$ cat src/rtl/id_ex_stage.sv
// ---------------------------------------------------------------------------
// id_ex_stage
//   ID/EX pipeline register of a 5-stage in-order core, combined with the
//   load-use hazard detector and a saturating stall-cycle counter.
//
// Parameters
//   DATA_W     width of the operand, immediate and forwarded data paths
//   STALL_SAT  ceiling at which the stall counter stops (default 16'hFFFF)
//
// Ports
//   clk_i, rst_i                   clock; asynchronous active-low reset
//   RSdata_i, RTdata_i, Imm_i      ID-side operands and sign-extended immediate
//   RSaddr_i, RTaddr_i, RDaddr_i   ID-side source/destination register numbers
//   RegWrite_i .. ALUSrc_i,
//   ALUOp_i                        decoded controls of the instruction in ID
//   Flush_i                        squash the instruction currently in ID
//   RSdata_o .. ALUOp_o            registered EX-side copies of the ID inputs
//   PCWrite_o, IFIDWrite_o         enables for PC and IF/ID (low while stalling)
//   Stall_o                        load-use stall in this cycle
//   StallCnt_o                     saturating count of stalled cycles
// ---------------------------------------------------------------------------
module id_ex_stage #(
    parameter int          DATA_W    = 32,
    parameter logic [15:0] STALL_SAT = 16'hFFFF
) (
    input  logic              clk_i,
    input  logic              rst_i,
    input  logic [DATA_W-1:0] RSdata_i,
    input  logic [DATA_W-1:0] RTdata_i,
    input  logic [DATA_W-1:0] Imm_i,
    input  logic [4:0]        RSaddr_i,
    input  logic [4:0]        RTaddr_i,
    input  logic [4:0]        RDaddr_i,
    input  logic              RegWrite_i,
    input  logic              MemtoReg_i,
    input  logic              MemRead_i,
    input  logic              MemWrite_i,
    input  logic              ALUSrc_i,
    input  logic [2:0]        ALUOp_i,
    input  logic              Flush_i,
    output logic [DATA_W-1:0] RSdata_o,
    output logic [DATA_W-1:0] RTdata_o,
    output logic [DATA_W-1:0] Imm_o,
    output logic [4:0]        RSaddr_o,
    output logic [4:0]        RTaddr_o,
    output logic [4:0]        RDaddr_o,
    output logic              RegWrite_o,
    output logic              MemtoReg_o,
    output logic              MemRead_o,
    output logic              MemWrite_o,
    output logic              ALUSrc_o,
    output logic [2:0]        ALUOp_o,
    output logic              PCWrite_o,
    output logic              IFIDWrite_o,
    output logic              Stall_o,
    output logic [15:0]       StallCnt_o
);

    logic [DATA_W-1:0] rs_data_q,  rs_data_d;
    logic [DATA_W-1:0] rt_data_q,  rt_data_d;
    logic [DATA_W-1:0] imm_q,      imm_d;
    logic [4:0]        rs_addr_q,  rs_addr_d;
    logic [4:0]        rt_addr_q,  rt_addr_d;
    logic [4:0]        rd_addr_q,  rd_addr_d;
    logic              reg_write_q, reg_write_d;
    logic              mem_to_reg_q, mem_to_reg_d;
    logic              mem_read_q, mem_read_d;
    logic              mem_write_q, mem_write_d;
    logic              alu_src_q,  alu_src_d;
    logic [2:0]        alu_op_q,   alu_op_d;
    logic [15:0]       stall_cnt_q, stall_cnt_d;

    logic              hazard_s;
    logic              stall_s;
    logic              bubble_s;

    // Load-use detection: a load in EX whose destination feeds the ID instruction.
    // A flush wins over the stall because the dependent instruction is squashed.
    always_comb begin
        hazard_s = mem_read_q
                 & (rd_addr_q != 5'd0)
                 & ((rd_addr_q == RSaddr_i) | (rd_addr_q == RTaddr_i));
        stall_s  = hazard_s & ~Flush_i;
        bubble_s = Flush_i | stall_s;
    end

    // Next-state of the pipeline register: normal load, or a bubble whose
    // controls and destination are cleared. Data/address fields still follow
    // the inputs in a bubble since nothing downstream consumes them.
    always_comb begin
        rs_data_d = RSdata_i;
        rt_data_d = RTdata_i;
        imm_d     = Imm_i;
        rs_addr_d = RSaddr_i;
        rt_addr_d = RTaddr_i;
        if (bubble_s) begin
            rd_addr_d    = 5'd0;
            reg_write_d  = 1'b0;
            mem_to_reg_d = 1'b0;
            mem_read_d   = 1'b0;
            mem_write_d  = 1'b0;
            alu_src_d    = 1'b0;
            alu_op_d     = 3'd0;
        end else begin
            rd_addr_d    = RDaddr_i;
            reg_write_d  = RegWrite_i;
            mem_to_reg_d = MemtoReg_i;
            mem_read_d   = MemRead_i;
            mem_write_d  = MemWrite_i;
            alu_src_d    = ALUSrc_i;
            alu_op_d     = ALUOp_i;
        end
    end

    // Saturating stall counter: holds at the ceiling instead of wrapping.
    always_comb begin
        if (stall_s && (stall_cnt_q < STALL_SAT)) begin
            stall_cnt_d = stall_cnt_q + 16'd1;
        end else begin
            stall_cnt_d = stall_cnt_q;
        end
    end

    // State registers with asynchronous active-low reset.
    always_ff @(posedge clk_i or negedge rst_i) begin
        if (!rst_i) begin
            rs_data_q    <= '0;
            rt_data_q    <= '0;
            imm_q        <= '0;
            rs_addr_q    <= 5'd0;
            rt_addr_q    <= 5'd0;
            rd_addr_q    <= 5'd0;
            reg_write_q  <= 1'b0;
            mem_to_reg_q <= 1'b0;
            mem_read_q   <= 1'b0;
            mem_write_q  <= 1'b0;
            alu_src_q    <= 1'b0;
            alu_op_q     <= 3'd0;
            stall_cnt_q  <= 16'd0;
        end else begin
            rs_data_q    <= rs_data_d;
            rt_data_q    <= rt_data_d;
            imm_q        <= imm_d;
            rs_addr_q    <= rs_addr_d;
            rt_addr_q    <= rt_addr_d;
            rd_addr_q    <= rd_addr_d;
            reg_write_q  <= reg_write_d;
            mem_to_reg_q <= mem_to_reg_d;
            mem_read_q   <= mem_read_d;
            mem_write_q  <= mem_write_d;
            alu_src_q    <= alu_src_d;
            alu_op_q     <= alu_op_d;
            stall_cnt_q  <= stall_cnt_d;
        end
    end

    // Output mapping. Hazard outputs are same-cycle; reset clears MemRead,
    // which removes any stall immediately.
    always_comb begin
        RSdata_o    = rs_data_q;
        RTdata_o    = rt_data_q;
        Imm_o       = imm_q;
        RSaddr_o    = rs_addr_q;
        RTaddr_o    = rt_addr_q;
        RDaddr_o    = rd_addr_q;
        RegWrite_o  = reg_write_q;
        MemtoReg_o  = mem_to_reg_q;
        MemRead_o   = mem_read_q;
        MemWrite_o  = mem_write_q;
        ALUSrc_o    = alu_src_q;
        ALUOp_o     = alu_op_q;
        Stall_o     = stall_s;
        PCWrite_o   = ~stall_s;
        IFIDWrite_o = ~stall_s;
        StallCnt_o  = stall_cnt_q;
    end

endmodule

$ cat config.mk
export PLATFORM = sky130hd
export DESIGN_NAME = id_ex_stage
export DESIGN_NICKNAME = d
export VERILOG_FILES = /design/src/rtl/id_ex_stage.sv
export SDC_FILE = /design/constraint.sdc
export NUM_CORES = 1
export LEC_CHECK = 0
export BUFFER_PORTS_ARGS = -buffer_cell sky130_fd_sc_hd__buf_2
export CORE_AREA = 2 2 101 103
export DETAILED_ROUTE_END_ITERATION = 16
export DIE_AREA = 0 0 103 105
export GPL_TIMING_DRIVEN = 0
export PLACE_DENSITY_LB_ADDON = 0.25
export SLEW_MARGIN = 20
export SYNTH_ARGS = -nofsm -noshare
export SYNTH_HDL_FRONTEND = slang
export SYNTH_SLANG_ARGS = --single-unit
$ cat constraint.sdc
create_clock -name clk_i -period 5.6 [get_ports clk_i]
set_input_delay 0.56 -clock clk_i [delete_from_list [all_inputs] [get_ports clk_i]]
set_output_delay 0.56 -clock clk_i [all_outputs]
set_load 0.05 [all_outputs]
==> results of run 1 <==
## through the flow
stage | hold WS (ns) | util, % | instances | power (mW) | instance area, sq um
6_report | 0.154 | 63.6 | 655 | 2.49 | 6130
5_1_grt | 0.122 | 63.6 | 655 | 2.59 | 6130
4_1_cts | 0.130 | 63.6 | 655 | 2.52 | 6130
3_5_place_dp | 0.484 | 57.2 | 623 | 1.39 | 5510
3_3_place_gp | 0.473 | 56.8 | 622 | 1.38 | 5480
2_1_floorplan | 0.264 | - | 230 | 1.26 | 4010
## worst max-delay path: stages, from the launching register on
cell	delay (ns)
dfrtp_1	0.42
or4_1	0.53
o21ai_1	0.22
or3_1	0.16
buf_6	0.13
buf_4	0.10
buf_2	0.24
## how the worst min path moves through the flow
stage	startpoint	endpoint	slack (ns)	depth (start not counted)
final	Imm_i[21]	Imm_o[21]	0.15	1
after global routing	RTdata_i[30]	RTdata_o[30]	0.12	1
after CTS	Imm_i[21]	Imm_o[21]	0.13	1
after detailed placement	StallCnt_o[4]	StallCnt_o[4]	0.48	1
after global placement	StallCnt_o[4]	StallCnt_o[4]	0.47	1
after floorplan	rst_i	ALUOp_o[0]	0.26	0
## cell usage in the layout, fill, tap and decap left out
cell             n
a21oi_1          2
a311oi_1         1
and2_1          14
and3_1           2
buf_16           1
buf_2          260
buf_4            1
buf_6            1
buf_8            1
bufinv_16        4
clkbuf_1         1
clkbuf_16       16
clkbuf_8         2
clkinv_2         2
clkinv_4         2
clkinvlp_4       4
dfrtp_1        135
dlygate4sd3_1    1
ha_1             1
inv_1            5
mux2_1           1
mux2i_1          1
nand2_1         12
nand3_1          5
nand4_1          6
nor2_1           5
nor3_1           2
nor3_2           5
nor4_2           1
o21ai_1          1
o22a_1           1
o22ai_1          1
or3_1            1
or4_1            1
xnor2_1         19
xor2_1           4
## state kept, by name, indices dropped and copies added, names as in the netlist, 3 cells and up
signal / count
RTaddr_o: 5
RDaddr_o: 5
RTdata_o: 32
ALUOp_o: 3
StallCnt_o: 16
Imm_o: 32
RSaddr_o: 5
RSdata_o: 32
## power breakdown
part | switching [mW] | total (mW) | internal [mW] | leakage [nW]
clock network | 0.390 | 1.12 | 0.731 | 0.286
logic | 0.245 | 0.325 | 0.0798 | 1.31
registers | 0.0215 | 1.05 | 1.02 | 1.60
## routing by layer
metal,vias up,wire [microns]
met5,-,0
met4,0,209
met3,17,968
met2,144,5310
met1,1366,3640
li1,1306,-
## layout make-up
type | instances | area [sq um] | share of cell area (%)
multi-input cells | 86 | 587 | 9.57
clock buffers | 19 | 432 | 7.04
well taps | 133 | 166 | 2.71
plain buffers | 4 | 28.8 | 0.469
inverters | 5 | 18.8 | 0.306
repair buffers | 261 | 1340 | 21.9
flip-flops and latches | 135 | 3380 | 55.1
clock inverters | 12 | 178 | 2.90
## cells by family after synthesis
family | Yosys count | synth area share, %
fa+ha+maj | 1 | 0.312
mux | 2 | 0.530
xor+xnor | 23 | 5.02
compound gates | 6 | 0.967
simple gates | 54 | 7.80
buf+inv | 9 | 1.19
flops | 135 | 84.2
==> results.txt, run 1 <==
Status -> finished, final reports clean
Number of diodes -> 0
Pleak -> 3.20 nW
Filler cells -> 803
1st-pass router iterations -> 4
Share of cells above drive strength 1 -> 57.5%
Final setup violation count -> 0
Dominant cells by area after synthesis -> dfrtp_1 (84%), xnor2_1 (4.1%), and2_1 (2.2%), nor3_2 (1.2%), nand2_1 (1.1%)
Syn-to-layout area delta -> 52.8%
Fmax -> 348 MHz
Clk sink count -> 135
VDD IR max -> 0.000198 V
Power density over the cells -> 406 mW/mm^2
Row Count -> 36
Via count -> 2833
Chip height -> 105 microns
Post-CTS Repair Setup Buffers -> 0
Number of global-route vias before repair -> 2942
Cell taking the most area after synthesis -> dfrtp_1
Startpoint types -> flop
R2R Path Start -> RDaddr_o[3]
Max_cap viols -> 0
Met1 Usage GRT -> 19.6%
Post-synthesis instance area -> 0.00401 sq mm
Starting Density -> 41.6%
Critical Path RT -> 5.04 ns
Post-synthesis register bit count -> 135
Root buffer cell -> clkbuf_8
R2R Setup Slk -> 3.51 ns
Global route hottest layer -> met2
Critical Path AT -> 2.32 ns
Setup ws final -> 2.72 ns
Post-synth EDFFs -> 0
DR WL/cell -> 15.5 microns
Largest net degree at the start of global routing -> 83
CP max FO -> 8
Setup total negative slack -> 0 ns
Slew HR -> 71.5%
Most frequent cell after synthesis -> dfrtp_1
Clk_skew -> 0.00658 ns
Primary FF master, synth -> dfrtp_1
Die X -> 103 microns
Critical path endpoint -> PCWrite_o
Clock-pin slew on the worst setup and hold paths -> 0.06 ns
Place WS -> 3.05 ns
Commonest cells in the netlist -> dfrtp_1 (135), xnor2_1 (19), and2_1 (14), nand2_1 (12), nand4_1 (6)
# nets final -> 633
Post-synthesis cell count -> 230
CP Class -> reg2out
Worst slew pin tran -> 0.427 ns
H-tree Lvls -> 4
Reg2reg end -> StallCnt_o[14]
Clk_lat worst skew -> 0.51 ns
Remaining global-route overflow -> 0
FFs w/ async S/R, synth -> 100%
CTS buffer count -> 17
Sequential share of the synthesized area -> 84.2%
Core box area -> 0.00964 sq mm
Post-DP HPWL -> 7780 microns
GPL Wtd Cong -> 0.803
Area fraction of the dominant cell type after synthesis -> 84.2%
Cts repair resizes -> 0
RSZ-0062 raised after global routing -> no
Final min period -> 2.88 ns
CTS Buffer Depth -> 2
Final wirelength -> 10100 microns
Hold_buf cts -> 1
R2R cell count -> 7
Vias per cell -> 4.33
Period utilisation layout -> 51.3%
Critical path origin -> RDaddr_o[1]
YS warnings -> 0
Synth cell types -> 26
GRT Total Usage -> 18.7%
Antenna violations before repair -> 0
Final hold violations -> 0
CTS tree -> built
Post-synthesis average cell area -> 17.4 sq um
Port buffer count -> 259
GR Layer Usage met2 -> 32.1%
ANT nets after route -> 0
Post-synthesis net count -> 353
Initial DRC Count -> 98
Die area -> 0.0108 sq mm
Worst hold-check path type -> in2reg
DRC Markers -> 0
Pins Over Slew Limit -> 0
Global-route wire length before repair -> 14800 microns
Met3 GRT Util -> 8.03%
Kind of end point of the critical path -> output port
Io pins -> 260
(Power assumes the default switching activity.)
==> inputs of run 2 (changes only) <==
- ABC_AREA: default -> 1
- CORE_AREA: 2 2 101 103 -> 2 2 104 106
- DIE_AREA: 0 0 103 105 -> 0 0 106 108
- clock period: 5.6 -> 2.9 ns (I/O delays scaled with it)
==> run 2 against run 1 <==
Against the previous run:
- worst hold slack improved by 0.0060 ns
- sequential power rose by 91%
- clock skew rose by 0.0052 ns
- register-to-register slack got worse by 2.3 ns
- critical endpoint unchanged
- largest cell class unchanged
==> results.txt, run 2 <==
Fmax -> 446 MHz
Chip height -> 108 microns (+2.9%)
Reg2reg end -> StallCnt_o[14]
RSZ-0062 raised after global routing -> no
CTS buffer count -> 17 (unchanged)
Pins Over Slew Limit -> 0 (unchanged)
Dominant cells by area after synthesis -> dfrtp_1 (78%), nand2_1 (7.0%), inv_1 (2.5%), nor2_1 (2.4%), xnor2_1 (1.6%)
Initial DRC Count -> 145 (+48%)
Crit path top cell by count -> inv_1
Fin area -> 0.00759 sq mm (+24%)
Synth cell types -> 23 (-12%)
Place WS -> 1.22 ns (-1.84 ns)
Final hold violations -> 0 (unchanged)
Core box area -> 0.0102 sq mm (+6.1%)
Hold Startpoint -> Flush_i
ANT nets after route -> 0 (unchanged)
Hold path endpoint -> RDaddr_o[4]
R2R Setup Slk -> 1.21 ns (-2.30 ns)
Max layer used -> met4
Antenna violations before repair -> 1 (+1)
Die X -> 106 microns (+2.9%)
Worst hold-check path type -> in2reg
Vias per cell -> 4.40 (+1.8%)
Area fraction of the dominant cell type after synthesis -> 78.3% (-5.9 points)
Most frequent cells in the layout -> buf_2 (259), dfrtp_1 (135), dlygate4sd3_1 (120)
Via count -> 3848 (+36%)
Placed cells -> 722 (+16%)
Most common cell after layout, fill and taps aside -> buf_2
Root buffer cell -> clkbuf_8
Critical path origin -> RDaddr_o[1]
Commonest cells in the netlist -> dfrtp_1 (135), nand2_1 (81), inv_1 (29), nor2_1 (28)
CTS Buffer Depth -> 2 (unchanged)
Sequential cell area -> 0.00338 sq mm (unchanged)
Die area -> 0.0114 sq mm (+5.9%)
GPL Wtd Cong -> 0.851 (+5.9%)
# nets final -> 848 (+34%)
Critical Path RT -> 2.61 ns (-2.43 ns)
R2R cell count -> 10 (+3)
Metal3 WL -> 1050 microns (+8.5%)
Final wirelength -> 14100 microns (+40%)
Row Count -> 37 (+2.8%)
Setup ws final -> 0.656 ns (-2.07 ns)
Io pins -> 260 (unchanged)
CP max FO -> 4 (-4)
Slew HR -> 72.8% (+1.3 points)
VDD IR max -> 0.000414 V (+110%)
CTS tree -> built
Layout Utilization -> 74.2% (+11 points)
Hold path cells -> 4 (+3)
Pleak -> 4.01 nW (+25%)
Share of cells above drive strength 1 -> 42.2% (-15 points)
Post-CTS Repair Setup Buffers -> 0 (unchanged)
Cell taking the most area after synthesis -> dfrtp_1
Syn-to-layout area delta -> 76.0%
Cts repair resizes -> 0 (unchanged)
Final setup violation count -> 0 (unchanged)
1st-pass router iterations -> 4 (unchanged)
YS warnings -> 0 (unchanged)
Filler cells -> 655 (-18%)
Clk_lat worst skew -> 0.53 ns (+0.02 ns)
Post-synthesis instance area -> 0.00431 sq mm (+7.5%)
Period utilisation layout -> 77.4%
DR WL/cell -> 16.2 microns (+4.6%)
Largest net degree at the start of global routing -> 85 (+2.4%)
Placed Instance Area -> 0.00582 sq mm (+5.5%)
Clk_skew -> 0.0118 ns (+0.00522 ns)
Kind of end point of the critical path -> output port
Worst slew pin tran -> 0.408 ns (-0.0190 ns)
FFs w/ async S/R, synth -> 100% (unchanged)
Startpoint types -> flop
Clk sink count -> 135 (unchanged)
Remaining global-route overflow -> 0 (unchanged)
Sequential share of the synthesized area -> 78.3% (-5.9 points)
Primary FF master, synth -> dfrtp_1
Non-Filler Instances -> 874 (+33%)
Post-synth EDFFs -> 0 (unchanged)
Clock-pin slew on the worst setup and hold paths -> 0.06 ns (about the same)
CP Class -> reg2out
Post-synthesis register bit count -> 135 (unchanged)
WHS -> 0.160 ns (+0.00602 ns)
Area of the multi-input gates -> 769 sq um (+31%)
Max_cap viols -> 0 (unchanged)
Crit-path cells -> inv_1, nand4_1, o21ai_0, inv_1, nand3_4, buf_4, buf_2
Slowest CP cell -> dfrtp_1
Port buffer count -> 259 (unchanged)
Setup total negative slack -> 0 ns (unchanged)
Total power -> 4.87 mW (+95%)
R2R Path Start -> StallCnt_o[0]
Post-DP HPWL -> 8280 microns (+6.4%)
Number of global-route vias before repair -> 4214 (+43%)
Starting Density -> 42.2% (+0.54 points)
DRC Markers -> 0 (unchanged)
Critical Path AT -> 1.95 ns (-0.37 ns)
Post-synthesis net count -> 449 (+27%)
Post-synthesis cell count -> 326 (+42%)
Met1 WL -> 5090 microns (+40%)
Final min period -> 2.24 ns
Status -> finished, final reports clean
Global-route wire length before repair -> 22100 microns (+49%)
Crit-path max cell delay -> 0.40 ns (-0.13 ns)
Post-synthesis average cell area -> 13.2 sq um (-24%)
GRT Total Usage -> 26.3% (+7.6 points)
Most frequent cell after synthesis -> dfrtp_1
Wire length on met2 -> 7540 microns (+42%)
H-tree Lvls -> 4 (unchanged)
Power density over the cells -> 641 mW/mm^2 (+58%)
==> run 2: logic make-up after synthesis <==
| family | Yosys count | share of synthesized area (%) |
|---|---|---|
| AND/OR/NAND/NOR | 135 | 14.2 |
| flip-flops | 135 | 78.3 |
| buffers and inverters | 38 | 3.86 |
| XOR/XNOR | 16 | 3.25 |
| AO/OA/AOI/OAI | 1 | 0.116 |
| adder cells (fa/ha/maj) | 1 | 0.290 |
==> run 2: cell type report <==
class                           count  area share, %
Antenna cell                        1         0.0329
Multi-Input combinational cell    153           10.1
Timing Repair Buffer              380           33.4
Buffer                              4          0.511
Clock buffer                       18           5.63
Inverter                           34           1.68
Tap cell                          136           2.24
Sequential cell                   135           44.5
Clock inverter                     13           1.91
==> run 2: worst max-delay path: cells and delay by family, from the launching register on <==
| family | cells | cell delay, ns |
|---|---|---|
| buffers and inverters | 4 | 0.62 |
| AND/OR/NAND/NOR | 2 | 0.24 |
| flip-flops | 1 | 0.40 |
| AO/OA/AOI/OAI | 1 | 0.17 |
==> run 2: worst max path at each step <==
| stage | slack [ns] | end | cells past startpoint |
|---|---|---|---|
| global route | 0.51 | PCWrite_o | 8 |
| global placement | -0.12 | RSdata_o[28] | 1 |
| detailed placement | 1.22 | PCWrite_o | 7 |
| CTS | 0.64 | PCWrite_o | 7 |
| floorplan | 0.86 | Stall_o | 8 |
| finish | 0.66 | PCWrite_o | 7 |
==> run 2: per-layer routing <==
| metal | track usage (%) | up-vias |
|---|---|---|
| li1 | - | 1785 |
| met1 | 27.9 | 1850 |
| met2 | 47.6 | 174 |
| met3 | 9.04 | 39 |
| met4 | 11.6 | 0 |
| met5 | 0 | - |
==> run 2: where the power goes <==
part           internal (mW)  total [mW]  switching (mW)
Sequential              1.97        2.01          0.0384
Clock                   1.25        2.09           0.842
Combinational          0.252       0.763           0.512
Total                   3.48        4.87            1.39
==> run 2: repair_timing <==
action                     CTS  global route
hold buffers               120             0
setup endpoints to repair    0             0
hold endpoints to repair   170             0
==> inputs of run 3 (changes only) <==
- clock period: 2.9 -> 2.24 ns (I/O delays scaled with it)
==> run 3 against run 2 <==
Against the previous run:
- cell area is 0.18% higher
- combinational power up 30%
- sequential power rose by 30%
- clock skew is essentially flat
- worst hold slack got worse by 0.066 ns
- critical path depth unchanged
- global-route usage unchanged
==> results.txt, run 3 (synthesis results as in run 2) <==
Switching Share -> 28.6% (about the same)
Met3 GRT Util -> 9.04% (unchanged)
VDD IR max -> 0.000537 V (+29%)
Post-DP HPWL -> 8280 microns (unchanged)
Clk_skew -> 0.0119 ns (+0.000114 ns)
Pleak -> 4.02 nW (+0.12%)
Startpoint types -> flop
DR WL/cell -> 16.2 microns (+0.23%)
Fmax -> 474 MHz
Root buffer cell -> clkbuf_8
Global-route wire length before repair -> 22100 microns (unchanged)
Layout Utilization -> 74.4% (+0.13 points)
Row Count -> 37 (unchanged)
Clk_lat worst skew -> 0.53 ns (about the same)
Non-Filler Instances -> 875 (+0.11%)
Final wirelength -> 14200 microns (+0.35%)
RSZ-0062 raised after global routing -> yes
Met1 Usage GRT -> 27.9% (unchanged)
Most frequent cells in the layout -> buf_2 (257), dfrtp_1 (134), dlygate4sd3_1 (120)
Vias per cell -> 4.38 (-0.48%)
Kind of end point of the critical path -> output port
Setup ws final -> 0.130 ns (-0.526 ns)
CP max FO -> 4 (unchanged)
Power density over the cells -> 829 mW/mm^2 (+29%)
Final min period -> 2.11 ns
CTS buffer count -> 17 (unchanged)
Max_cap viols -> 0 (unchanged)
Die X -> 106 microns (unchanged)
CP bufs+invs -> 4 (unchanged)
Initial DRC Count -> 166 (+14%)
Port buffer count -> 259 (unchanged)
Final hold violations -> 0 (unchanged)
# nets final -> 849 (+0.12%)
Status -> finished, final reports clean
Crit path max-delay family -> buffers and inverters
Crit-path max cell delay -> 0.40 ns (about the same)
Global route hottest layer -> met2
Io pins -> 260 (unchanged)
Placed cells -> 722 (unchanged)
Chip height -> 108 microns (unchanged)
Share of cells above drive strength 1 -> 42.4% (+0.21 points)
Slowest CP cell -> dfrtp_1
Pins Over Slew Limit -> 0 (unchanged)
Worst hold-check path type -> in2reg
Critical Path RT -> 2.02 ns (-0.59 ns)
Remaining global-route overflow -> 0 (unchanged)
Clk sink count -> 135 (unchanged)
Worst slew pin tran -> 0.401 ns (-0.00729 ns)
Critical Path AT -> 1.89 ns (-0.06 ns)
CP Class -> reg2out
GR Layer Usage met2 -> 47.6% (unchanged)
GPL Wtd Cong -> 0.851 (unchanged)
Core box area -> 0.0102 sq mm (unchanged)
Sw power -> 1.80 mW (+29%)
Place WS -> 0.556 ns (-0.660 ns)
Logic gate share of total power -> 15.7% (about the same)
Crit-path cells -> inv_1, nand4_1, o21ai_0, inv_1, nand3_4, buf_4, buf_4
Die area -> 0.0114 sq mm (unchanged)
Internal -> 4.50 mW (+30%)
ANT nets after route -> 0 (unchanged)
Sequential Power Share -> 41.3% (about the same)
Largest net degree at the start of global routing -> 85 (unchanged)
CTS tree -> built
Antenna violations before repair -> 1 (unchanged)
Setup total negative slack -> 0 ns (unchanged)
DRC Markers -> 0 (unchanged)
Most common cell after layout, fill and taps aside -> buf_2
Starting Density -> 42.2% (unchanged)
Clock-pin slew on the worst setup and hold paths -> 0.06 ns (about the same)
H-tree Lvls -> 4 (unchanged)
GRT Total Usage -> 26.3% (unchanged)
1st-pass router iterations -> 4 (unchanged)
Syn-to-layout area delta -> 76.4%
Period utilisation layout -> 94.2%
Final setup violation count -> 0 (unchanged)
Slew HR -> 73.3% (+0.49 points)
Via count -> 3834 (-0.36%)
CTS Buffer Depth -> 2 (unchanged)
Number of global-route vias before repair -> 4214 (unchanged)
Clk pwr share -> 42.9% (about the same)
run 3: cell count changes in the layout (fill, tap and decap cells not counted), sizes merged:
cell	previous run	this run
clkbuf	18	19
run 3: final timing paths:
path / cells after the start / slack (ns) / end / from
min in group asynchronous: 2 / 0.22 / RSdata_o[0] / rst_i
worst max register to register: 10 / 0.55 / StallCnt_o[14] / StallCnt_o[0]
max in group asynchronous: 3 / 1.29 / RTaddr_o[4] / rst_i
worst min register to register: 2 / 0.56 / StallCnt_o[1] / StallCnt_o[1]
worst max-delay path: 7 / 0.13 / PCWrite_o / RDaddr_o[1]
worst min-delay path: 4 / 0.09 / RDaddr_o[4] / Flush_i
run 3: through the flow:
| stage | instance area [sq um] | hold WS [ns] | total power, mW |
|---|---|---|---|
| floorplan | 4310 | -0.0716 | 3.14 |
| global placement | 5780 | 0.332 | 3.43 |
| detailed placement | 5820 | 0.162 | 3.45 |
| CTS | 7590 | 0.0714 | 6.30 |
| global route | 7610 | 0.105 | 6.52 |
| finish | 7610 | 0.0944 | 6.30 |
run 3: power groups by stage:
stage               combinational (mW)  clock, mW  sequential [mW]
finish                           0.991       2.71             2.61
global route                      1.04       2.86             2.62
floorplan                       0.0622          0             3.08
detailed placement               0.808          0             2.64
global placement                 0.791          0             2.64
CTS                              0.977       2.72             2.60
run 3: worst reg2reg max path, stage by stage (launching register included):
cell and delay, ns:
dfrtp_1 0.42, ha_1 0.24, nand2_1 0.10, nor2_4 0.15, nand3_2 0.11, nor2_4 0.13
inv_2 0.06, nand4_4 0.14, buf_6 0.16, nand2_1 0.06, nand2_1 0.06
run 3: cell type report:
type / count / area (sq um)
antenna: 1 / 2.50
buffer: 4 / 38.8
clock buffer: 18 / 428
clock inverter: 13 / 145
fill: 654 / 2620
inverter: 34 / 128
multi-input combinational: 153 / 769
sequential: 135 / 3380
tap: 136 / 170
timing repair buffer: 381 / 2550
run 3: layer usage:
metal / wire length, microns / up-vias
met2: 7580 / 169
li1: - / 1789
met1: 5160 / 1839
met3: 1010 / 37
met4: 433 / 0
met5: 0 / -
run 3: timing repair:
| action | 4_1_cts | 5_1_grt |
|---|---|---|
| gates resized for setup | 0 | 4 |
| hold buffers | 120 | 0 |
| setup buffers | 0 | 1 |
| hold endpoints to repair | 170 | 0 |
| setup endpoints to repair | 0 | 2 |
